$ cat config.mk
export PLATFORM = sky130hd
export DESIGN_NAME = dmd_tx
export DESIGN_NICKNAME = d
export VERILOG_FILES = /design/src/rtl/dmd_tx.sv
export SDC_FILE = /design/constraint.sdc
export NUM_CORES = 1
export LEC_CHECK = 0
export ABC_AREA = 1
export BUFFER_PORTS_ARGS = -buffer_cell sky130_fd_sc_hd__buf_2
export CAP_MARGIN = 15
export CORE_ASPECT_RATIO = 1.1
export CORE_UTILIZATION = 40
export CTS_BUF_LIST = sky130_fd_sc_hd__clkbuf_8 sky130_fd_sc_hd__clkbuf_16
export DETAILED_ROUTE_END_ITERATION = 8
export HOLD_SLACK_MARGIN = 0.05
export SYNTH_ARGS = -nofsm -noshare
export SYNTH_HDL_FRONTEND = slang
export SYNTH_SLANG_ARGS = --single-unit
export TNS_END_PERCENT = 20
$ cat constraint.sdc
create_clock -name clk -period 1.9 [get_ports clk]
set_input_delay 0.285 -clock clk [delete_from_list [all_inputs] [get_ports clk]]
set_output_delay 0.285 -clock clk [all_outputs]
set_load 0.02 [all_outputs]
$ cat src/rtl/dmd_tx.sv
// dmd_tx: streams a 1-bit frame buffer out as DMD serial signals (DOTCLK/SDATA/COLLATCH/ROWCLK/RDATA), rev 1.0
// Optional DMD_TX_TESTPAT_EN adds a test_pat input that replaces pixel data with a checkerboard.
`default_nettype none

module dmd_tx #(
  parameter int COLS     = 128,
  parameter int ROWS     = 32,
  parameter int DOTDIV   = 4,
  parameter int LATCH_W  = 2,
  parameter int ROW_HOLD = 64,
  parameter int AW       = $clog2(COLS*ROWS)
) (
  input  logic          clk,
  input  logic          reset_n,
  input  logic          enable,
`ifdef DMD_TX_TESTPAT_EN
  input  logic          test_pat,
`endif
  output logic [AW-1:0] pix_addr,
  input  logic          pix_data,
  output logic          dmd_dotclk,
  output logic          dmd_sdata,
  output logic          dmd_collatch,
  output logic          dmd_rowclk,
  output logic          dmd_rowdata,
  output logic          frame_done,
  output logic          busy
);

  localparam int CB  = $clog2(COLS);
  localparam int RB  = $clog2(ROWS);
  localparam int MX1 = (DOTDIV > LATCH_W) ? DOTDIV : LATCH_W;
  localparam int MX  = (MX1 > ROW_HOLD) ? MX1 : ROW_HOLD;
  localparam int CW  = $clog2(MX + 1);
  localparam int HOLD_N = (ROW_HOLD > 0) ? ROW_HOLD : 1;

  localparam logic [CW-1:0] DOT_LAST   = CW'(DOTDIV - 1);
  localparam logic [CW-1:0] LATCH_LAST = CW'(LATCH_W - 1);
  localparam logic [CW-1:0] HOLD_LAST  = CW'(HOLD_N - 1);

  typedef enum logic [2:0] {
    IDLE  = 3'd0,
    FETCH = 3'd1,
    LOW   = 3'd2,
    HIGH  = 3'd3,
    LATCH = 3'd4,
    HOLD  = 3'd5
  } state_t;

  state_t        state;
  logic [CB-1:0] col;
  logic [RB-1:0] row;
  logic [CW-1:0] cnt;

  logic last_col;
  logic last_row;
  logic row_end;
  logic bit_in;

  assign last_col = &col;
  assign last_row = &row;

  // With no hold time the row ends straight out of LATCH.
  assign row_end = ((state == HOLD) && (cnt == HOLD_LAST)) ||
                   ((state == LATCH) && (cnt == LATCH_LAST) && (ROW_HOLD == 0));

`ifdef DMD_TX_TESTPAT_EN
  assign bit_in = test_pat ? (col[0] ^ row[0]) : pix_data;
`else
  assign bit_in = pix_data;
`endif

  always_ff @(posedge clk or negedge reset_n) begin
    if (!reset_n) begin
      state        <= IDLE;
      row          <= '0;
      col          <= '0;
      cnt          <= '0;
      pix_addr     <= '0;
      dmd_dotclk   <= 1'b0;
      dmd_sdata    <= 1'b0;
      dmd_collatch <= 1'b0;
      dmd_rowclk   <= 1'b0;
      dmd_rowdata  <= 1'b0;
      frame_done   <= 1'b0;
      busy         <= 1'b0;
    end else begin
      cnt        <= cnt + 1'b1;
      frame_done <= 1'b0;
      if (row_end) begin
        dmd_collatch <= 1'b0;
        dmd_rowclk   <= 1'b0;
        dmd_rowdata  <= 1'b0;
        frame_done   <= last_row;
        row          <= row + 1'b1;
        col          <= '0;
        cnt          <= '0;
        if (enable) begin
          state    <= FETCH;
          pix_addr <= {row + 1'b1, {CB{1'b0}}};
        end else begin
          state <= IDLE;
          busy  <= 1'b0;
        end
      end else begin
        case (state)
          IDLE: begin
            cnt <= '0;
            if (enable) begin
              state    <= FETCH;
              busy     <= 1'b1;
              pix_addr <= {row, col};
            end
          end
          FETCH: begin
            state <= LOW;
            cnt   <= '0;
          end
          LOW: begin
            // RAM output is valid during the first LOW cycle.
            if (cnt == '0) dmd_sdata <= bit_in;
            if (cnt == DOT_LAST) begin
              state      <= HIGH;
              cnt        <= '0;
              dmd_dotclk <= 1'b1;
            end
          end
          HIGH: begin
            if (cnt == DOT_LAST) begin
              dmd_dotclk <= 1'b0;
              cnt        <= '0;
              if (last_col) begin
                state        <= LATCH;
                dmd_collatch <= 1'b1;
                dmd_rowclk   <= 1'b1;
                dmd_rowdata  <= (row == '0);
                dmd_sdata    <= 1'b0;
              end else begin
                state    <= FETCH;
                col      <= col + 1'b1;
                pix_addr <= {row, col + 1'b1};
              end
            end
          end
          LATCH: begin
            if (cnt == LATCH_LAST) begin
              state        <= HOLD;
              cnt          <= '0;
              dmd_collatch <= 1'b0;
              dmd_rowclk   <= 1'b0;
              dmd_rowdata  <= 1'b0;
            end
          end
          HOLD: begin
          end
          default: begin
            state <= IDLE;
            busy  <= 1'b0;
          end
        endcase
      end
    end
  end

endmodule

`default_nettype wire

# After elaboration in Yosys (flattened, before gate mapping)
# Cells that the tools add are included.
word_totals:
  regBits: 40
  inputBits: 4
  out_inout_bits: 19
  elab_cells: 103
classes:
  add_sub_neg: 3
  eq_ne: 24
  mux: 43
  bitwise: 1
  n_reduce_logical: 21
op_table:
  columns: ["op", "n"]
  rows:
  - ["$mux 12", 5]
  - ["$mux 7", 7]
  - ["$pmux 12 s2", 1]
  - ["$pmux 7 s3", 1]
  - ["$reduce_and 5->1", 4]
  - ["$mux 3", 6]
  - ["$pmux 3 s6", 1]
  - ["$mux 1", 17]
  - ["$ne 2x2->1 const B", 8]
  - ["$ne 3x3->1 const B", 5]
  - ["$add 7x1->7 const B", 2]
  - ["$pmux 1 s2", 5]
  - ["$reduce_and 4->1", 2]
  - ["$eq 7x1->1 const B", 1]
  - ["$eq 7x2->1 const B", 1]
  - ["$eq 7x6->1 const B", 1]
  - ["$logic_not 7->1", 1]
  - ["$reduce_and 7->1", 1]
  - ["$eq 3x2->1 const B", 2]
  - ["$eq 3x3->1 const B", 2]
  - ["$reduce_and 3->1", 2]
  - ["$reduce_bool 2->1", 3]
  - ["$reduce_bool 3->1", 2]
  - ["$add 5x1->5 const B", 1]
  - ["other kinds (9)", 11]

# Longest topological paths before layout
# Gate-level depths: netlist of the first run.
logic_depth:
  word_depth: 5
  ltp_mapped: 11
  depth_no_buf: 10

# Worst setup path before layout of the first run
# No wires, ideal clock.
synth_timing:
  path_type: "reg2reg"
  from: "register col[0]"
  to: "register pix_addr[0]"
  setup_ns: 0.118
  arrival_time_ns: 1.398
  t_required_ns: 1.782
  path_slack_ns: 0.384
  path_stages_with_launch: 11
  n_path_buf: 1
  synth_period_minus_slack_ns: 1.516
  path_cell_list: "dfrtp_1 > ha_1 > nand3_1 > nor2_1 > nand2_1 > inv_1 > nor2_2 > nand3_2 > buf_6 > nand2_1 > nand2_1"
synth_between:
  elab_chain_len: 5
  word_cells_on_any_way: 9
  cone_classes: "add/sub (1); eq/ne (1); mux (5); reduce/logical (2)"
synth_lines:
  columns: ["element", "line_no", "rtl"]
  rows:
  - ["start, declared", "51", "logic [CB-1:0] col;"]
  - ["start signal, assigned", "140", "col <= col + 1'b1;"]
  - ["$add 7x1->7", "141", "pix_addr <= {row, col + 1'b1};"]
  - ["$mux 12", "132", "if (last_col) begin"]
  - ["$mux 12", "129", "if (cnt == DOT_LAST) begin"]
  - ["$pmux 12 s2", "106", "case (state)"]
  - ["$mux 12", "90", "if (row_end) begin"]
  - ["end signal, assigned", "100", "pix_addr <= {row + 1'b1, {CB{1'b0}}};"]
  - ["end signal, assigned", "112", "pix_addr <= {row, col};"]
  - ["end signal, assigned", "141", null]
  - ["end, declared", "19", "output logic [AW-1:0] pix_addr,"]
# Parallel ways exist; a longest one is shown, timed or not. The select of a mux whose other input is x is not followed.
# A chain may end at the register's enable or synchronous reset.

# Final worst setup path of the first run
layout_timing:
  from: "register cnt[0]"
  to: "register pix_addr[10]"
layout_between:
  elab_chain_len: 4
  word_cells_on_any_way: 9
  cone_classes: "eq/ne (5); mux (1); reduce/logical (3)"
layout_lines:
  columns: ["element", "line_no", "rtl"]
  rows:
  - ["start, declared", "53", "logic [CW-1:0] cnt;"]
  - ["start signal, assigned", "88", "cnt <= cnt + 1'b1;"]
  - ["$eq 7x6->1", "64", "assign row_end = ((state == HOLD) && (cnt == HOLD_LAST)) ||"]
  - ["$logic_and 1x1->1", "64", null]
  - ["$ne 3x3->1 (no line) (tied with other cells)", null, null]
  - ["$reduce_and 5->1 (no line)", null, null]
# Parallel ways exist; a longest one is shown, timed or not.

==> metrics.md, run 1 <==
| Metric | Value |
|---|---|
| Slew HR | 0.653 |
| Die X | 73.0 µm |
| Final WL | 4850 µm |
| Number of global-route vias before repair | 1793 |
| Largest family of logic cells by synthesized area | simple AND/OR/NAND/NOR gates |
| Number of synthesized register bits | 40 |
| Simple-gate share of the synthesized area | 0.314 |
| Register area | 1000 µm² |
| Post-route DRC violation count | 0 |
| Top post-synthesis cells by count | nand2_1 (97), dfrtp_1 (40), inv_1 (31), nor2_1 (24) |
| CP max FO | 9 |
| Adder-cell area share of the yosys netlist | 0.0395 |
| Setup Fix Bufs, Post-CTS | 0 |
| First-pass GRT wire length | 8210 µm |
| Worst Skew | 0.00794 ns |
| Antenna Nets Post-Route | 0 |
| Max_cap viols | 0 |
| Hold Buf Count CTS | 0 |
| Routed wire per std cell | 12.4 µm |
| DR iter-0 viols | 64 |
| Crit share post-route | 0.913 |
| Tightest Hold Check Type | in2async |
| Achievable Freq | 0.577 GHz |
| Worst-skew pair later-pin latency | 0.29 ns |
| Final Setup Violations | 0 |
| Syn avg cell area | 7.70 µm² |
| Largest net degree at the start of global routing | 41 |
| Initial antenna violation count | 0 |
| Inserted Diodes | 0 |
| CTS tree | done |
| Worst-path clk slew | 0.08 ns |
| Mux contribution to synthesized area | 0 |
| Synthesized cell area | 2220 µm² |
| Worst path cell trace | ha_1 -> nand3_1 -> inv_2 -> nand3_4 -> nand2_1 -> nand2_2 -> nand2_2 -> nor2_4 -> nand2_1 -> nand2_1 |
| Ports | 23 |
| Pleak | 1.36 nW |
| Layout fillers | 546 |
| Critical Path Slowest Stage Cell | dfrtp_1 |
| Layout area overhead | 14.3% |
| Share of the synthesized area in the top cell type | 0.451 |
| Most frequent CP cell | nand2_1 |
| Mapped Cells | 288 |
| Net Count, Synth | 299 |
| Area of the multi-input gates | 1030 µm² |
| Dpl cells | 383 |
| Post-route insts no fill | 392 |
| Synth Area in Compound Gates | 0.0801 |
| Yosys warns | 0 |
| Outcome | completed |
| CP Capture Type | flop |
| Final Hold Viols | 0 |
| # port buffers | 22 |
| Final Critical Period | 1.73 ns |
| Post-Place Worst Slack | 0.0809 ns |
| Util after Layout | 0.473 |
| Top post-synthesis cells by area | dfrtp_1 (45%), nand2_1 (16%), inv_1 (5.2%) |
| Core ar. | 5360 µm² |
| CP arrival | 1.97 ns |
| Overflow after GRT | 0 |
| Most frequent cell after synthesis | nand2_1 |
| Xor and xnor area share after synthesis | 0.0197 |
| Vias | 1887 |
| Gr usage total | 0.182 |
| Final HPWL DP | 3460 µm |
| Initial Util | 0.414 |
| Die area | 5850 µm² |
| Setup TNS | 0 ns |
| Critical Path RT | 2.14 ns |
| Pwr Total | 1.61 mW |
| Distinct cells, synth | 26 |
| Rows | 28 |
| Register area share after synthesis | 0.451 |
| Die height | 80.1 µm |
| Clock root buffer | clkbuf_8 |
| Share of flip-flops with an asynchronous set or reset | 1.00 |
| Unrepaired setup endpoints after global routing | false |
| Fraction of layout cells with a size suffix above 1 | 0.183 |
| VDD IR max | 0.000390 V |
| DR vias/cell | 4.81 |
| Crit start category | flop |
| CTS Sinks | 40 |
| Crit Path Class | reg2reg |
| PnR worst setup slack | 0.165 ns |
| Slowest stage delay, CP | 0.42 ns |
| Clock buffer depth | 2 |
| Slew of the pin with the lowest slew margin | 0.520 ns |
| GPL Wtd Cong | 0.840 |
| Post-synth EDFFs | 0 |
| First drt pass iteration count | 4 |
| Htree depth | 2 |
| Nets | 327 |
| Top FF cell, synth | dfrtp_1 |
| Pwr Density | 634 nW/µm² |
| CTS Buf Count | 5 |
| Pins over their slew limit | 0 |
| Dominant cell type by area after synthesis | dfrtp_1 |
[critical path: cells and delay by family (launching register included)]
family        cells  cell delay (ns)
flops             1             0.42
simple gates      8             0.92
fa+ha+maj         1             0.25
buf+inv           1             0.08
[placed cells by master, fill, tap and decap left out]
cell	netlist	final
o21ai_1	2	3
nor2_4	3	4
xnor2_1	2	2
nand3_4	0	2
a31oi_1	1	1
nand3_1	16	16
clkbuf_8	0	6
clkinv_2	1	1
nand2_2	2	2
inv_2	7	7
nor4_1	1	1
dfrtp_1	40	40
nor2_1	24	24
o211ai_1	2	2
nor2_2	5	5
bufinv_16	0	1
buf_2	0	22
a21oi_1	7	7
o21ai_0	16	15
or2_2	1	1
o22ai_1	5	5
ha_1	7	7
nand3_2	4	2
buf_4	1	4
xor2_1	3	3
clkinv_4	0	1
nand4_1	4	4
nand3b_1	1	1
inv_1	31	31
nand2_1	97	97
[metrics by stage]
step | area (µm²) | hold WS (ns)
after global routing | 2540 | 0.100
after CTS | 2510 | 0.0679
final | 2540 | 0.0422
after global placement | 2390 | 0.381
after detailed placement | 2390 | 0.384
after floorplan | 2220 | -0.0106
[final timing paths]
kind,startpoint,end,slack (ns),cells past startpoint
hold / removal,reset_n,cnt[6],0.04,2
setup reg to reg,cnt[0],pix_addr[10],0.17,10
max in group asynchronous,reset_n,col[4],1.49,2
hold reg to reg,dmd_sdata,dmd_sdata,0.47,2
min in group clk,pix_data,dmd_sdata,0.22,3
setup / recovery,cnt[0],pix_addr[10],0.17,10
[where the power goes]
group | switching (mW) | leakage, nW | total (mW) | internal, mW
combinational | 0.0210 | 0.779 | 0.0258 | 0.00483
clock | 0.300 | 0.0614 | 0.730 | 0.429
sequential | 0.000487 | 0.516 | 0.852 | 0.852
total | 0.322 | 1.36 | 1.61 | 1.29
[state kept, by name, indices dropped and copies added, names as in the netlist]
name,count
pix_addr,12
cnt,7
col,7
row,5
state,3
busy,1
dmd_dotclk,1
dmd_rowclk,1
dmd_rowdata,1
dmd_sdata,1
frame_done,1
[cell families after synthesis]
logic type | after synthesis
buffers and inverters | 45
AND/OR/NAND/NOR | 158
adder cells (fa/ha/maj) | 7
flip-flops | 40
AO/OA/AOI/OAI | 33
XOR/XNOR | 5
[what timing repair did]
action,CTS,global route
endpoints found under the setup margin,0,15
resized for setup,0,4
hold endpoints to repair,0,0
[routing by layer]
layer | track usage | vias up | wire (µm) | share of wire
met5 | 0 | - | 0 | 0
met4 | 0.0510 | 0 | 53 | 0.011
met3 | 0.0351 | 4 | 151 | 0.031
met2 | 0.299 | 33 | 2310 | 0.48
met1 | 0.242 | 885 | 2340 | 0.48
li1 | - | 965 | - | -
[cell type report]
cell class              count  share of cell area
well taps                  75              0.0370
clock buffers               6              0.0326
inverters                  39              0.0582
multi-input cells         204               0.407
clock inverters             2              0.0153
repair buffers             26              0.0553
flip-flops and latches     40               0.395
Note: power is estimated with default switching activity, not from simulation.
==> inputs of run 2 (changes only) <==
--- a/config.mk
+++ b/config.mk
@@ -13,6 +13,7 @@
 export CTS_BUF_LIST = sky130_fd_sc_hd__clkbuf_8 sky130_fd_sc_hd__clkbuf_16
 export DETAILED_ROUTE_END_ITERATION = 8
 export HOLD_SLACK_MARGIN = 0.05
+export RECOVER_POWER = 50
 export SYNTH_ARGS = -nofsm -noshare
 export SYNTH_HDL_FRONTEND = slang
 export SYNTH_SLANG_ARGS = --single-unit
==> run 2 against run 1 <==
Compared with the run above: sequential share of layout area grew 0.22 points; setup slack improved by 0.00050 ns; critical endpoint unchanged; largest power group unchanged; register-to-register slack hardly changed; critical path type unchanged; first-iteration DRC count did not move.
==> metrics.md, run 2 (synthesis gave the netlist of run 1 again) <==
| Metric | Value |
|---|---|
| Top reg by flops | pix_addr (unchanged) |
| Worst-skew pair later-pin latency | 0.29 ns (about the same) |
| Initial Util | 0.414 (unchanged) |
| CTS tree | done (unchanged) |
| Post-Place Worst Slack | 0.0809 ns (unchanged) |
| Most common cell after layout, fill and taps aside | nand2_1 (unchanged) |
| R2R depth | 10 (unchanged) |
| Die X | 73.0 µm (unchanged) |
| Critical Path RT | 2.13 ns (was 2.14 ns) |
| Final Setup Violations | 0 (unchanged) |
| Final instance area | 2520 µm² (was 2540 µm²) |
| Die area | 5850 µm² (unchanged) |
| Register area | 1000 µm² (unchanged) |
| Layout fillers | 554 (was 546) |
| Rows | 28 (unchanged) |
| Placed Area | 2390 µm² (unchanged) |
| Fraction of layout cells with a size suffix above 1 | 0.155 (was 0.183) |
| Ports | 23 (unchanged) |
| Final Hold Viols | 0 (unchanged) |
| Outcome | completed (unchanged) |
| Most frequent cells in the layout | nand2_1 (97), dfrtp_1 (40), inv_1 (31) (unchanged) |
| Max_cap viols | 0 (unchanged) |
| Number of global-route vias before repair | 1793 (unchanged) |
| Achievable Freq | 0.577 GHz (about the same) |
| Setup Fix Bufs, Post-CTS | 0 (unchanged) |
| Final HPWL DP | 3460 µm (unchanged) |
| Top flop regs | pix_addr x12, cnt x7, col x7 (unchanged) |
| Area of the multi-input gates | 1030 µm² (unchanged) |
| Htree depth | 2 (unchanged) |
| Largest net degree at the start of global routing | 41 (unchanged) |
| Final Hold Slack | 0.219 ns (was 0.0422 ns) |
| Final WL | 4850 µm (unchanged) |
| Pins over their slew limit | 0 (unchanged) |
| GPL Wtd Cong | 0.840 (unchanged) |
| Routed wire per std cell | 12.4 µm (unchanged) |
| DR vias/cell | 4.80 (was 4.81) |
| Setup TNS | 0 ns (unchanged) |
| Hold Path Stages | 3 |
| Layout area overhead | 13.7% (was 14.3%) |
| CP max FO | 9 (unchanged) |
| Worst-path clk slew | 0.08 ns (about the same) |
| First drt pass iteration count | 4 (unchanged) |
| DR iter-0 viols | 64 (unchanged) |
| PnR worst setup slack | 0.166 ns (was 0.165 ns) |
| CP Capture Type | flop (unchanged) |
| CP arrival | 1.97 ns (about the same) |
| First element of the critical path | cnt[0] (unchanged) |
| Slew HR | 0.328 (was 0.653) |
| Pleak | 1.32 nW (was 1.36 nW) |
| HP Start | pix_data |
| Util after Layout | 0.471 (was 0.473) |
| Crit Path Class | reg2reg (unchanged) |
| Final Critical Period | 1.73 ns (about the same) |
| Worst Skew | 0.00773 ns (was 0.00794 ns) |
| Clock root buffer | clkbuf_8 (unchanged) |
| CTS Buf Count | 5 (unchanged) |
| # port buffers | 22 (unchanged) |
| VDD IR max | 0.000389 V (was 0.000390 V) |
| R2r startpoint | cnt[0] (unchanged) |
| Inserted Diodes | 0 (unchanged) |
| Vias | 1880 (was 1887) |
| Max reg flops | 12 (unchanged) |
| Initial antenna violation count | 0 (unchanged) |
| Gr usage total | 0.182 (unchanged) |
| Clock buffer depth | 2 (unchanged) |
| Nets | 327 (unchanged) |
| Core ar. | 5360 µm² (unchanged) |
| Pwr Density | 636 nW/µm² (was 634 nW/µm²) |
| Die height | 80.1 µm (unchanged) |
| CTS Sinks | 40 (unchanged) |
| Antenna Nets Post-Route | 0 (unchanged) |
| First-pass GRT wire length | 8210 µm (unchanged) |
| Overflow after GRT | 0 (unchanged) |
| Crit share post-route | 0.913 (about the same) |
| Unrepaired setup endpoints after global routing | false (unchanged) |
| Post-route DRC violation count | 0 (unchanged) |
| Tightest Hold Check Type | in2reg (was in2async) |
| Slew of the pin with the lowest slew margin | 1.01 ns (was 0.520 ns) |
| Crit start category | flop (unchanged) |
==> run 2: cell types whose count changed in the layout (fill, tap and decap cells not counted), sizes merged <==
cell	previous run	this run
buf	26	16
clkbuf	6	16
==> run 2: path summary, 6_finish.rpt <==
kind / to / slack [ns]
setup / recovery: pix_addr[10] / 0.17
hold / removal: dmd_sdata / 0.22
setup reg to reg: pix_addr[10] / 0.17
hold reg to reg: dmd_sdata / 0.47
max in group asynchronous: col[4] / 1.04
min in group asynchronous: cnt[6] / 0.24
==> run 2: where the power goes <==
part	switching [mW]	internal (mW)	total, mW	leakage (nW)
Combinational	0.0209	0.00379	0.0247	0.747
Clock	0.299	0.429	0.728	0.0614
Sequential	0.000519	0.852	0.852	0.516
==> run 2: layer usage <==
metal,global-route usage,up-vias,share of wire
li1,-,962,-
met1,0.242,884,0.48
met2,0.299,30,0.48
met3,0.0351,4,0.030
met4,0.0510,0,0.011
met5,0,-,0
==> run 2: metrics by stage <==
stage | cells | total power, mW
3_3_place_gp | 383 | 0.896
3_5_place_dp | 383 | 0.897
4_1_cts | 391 | 1.63
6_report | 392 | 1.60
2_1_floorplan | 288 | 0.872
5_1_grt | 392 | 1.66
==> run 2: final cells by class <==
cell class              count  area share
multi-input cells         204       0.409
repair buffers             26      0.0501
clock buffers               6      0.0327
clock inverters             2      0.0154
flip-flops and latches     40       0.397
inverters                  39      0.0585
well taps                  75      0.0372
==> run 2: timing repair <==
item                                    CTS  global route
endpoints found under the setup margin    0            15
hold buffers                              0             0
resized for setup                         0             4
==> run 2: worst max-delay path: stages (launching register included) <==
cell	delay, ns
dfrtp_1	0.42
ha_1	0.25
nand3_1	0.15
inv_2	0.08
nand3_4	0.13
nand2_1	0.08
nand2_2	0.11
nand2_2	0.11
nor2_4	0.20
nand2_1	0.08
nand2_1	0.06
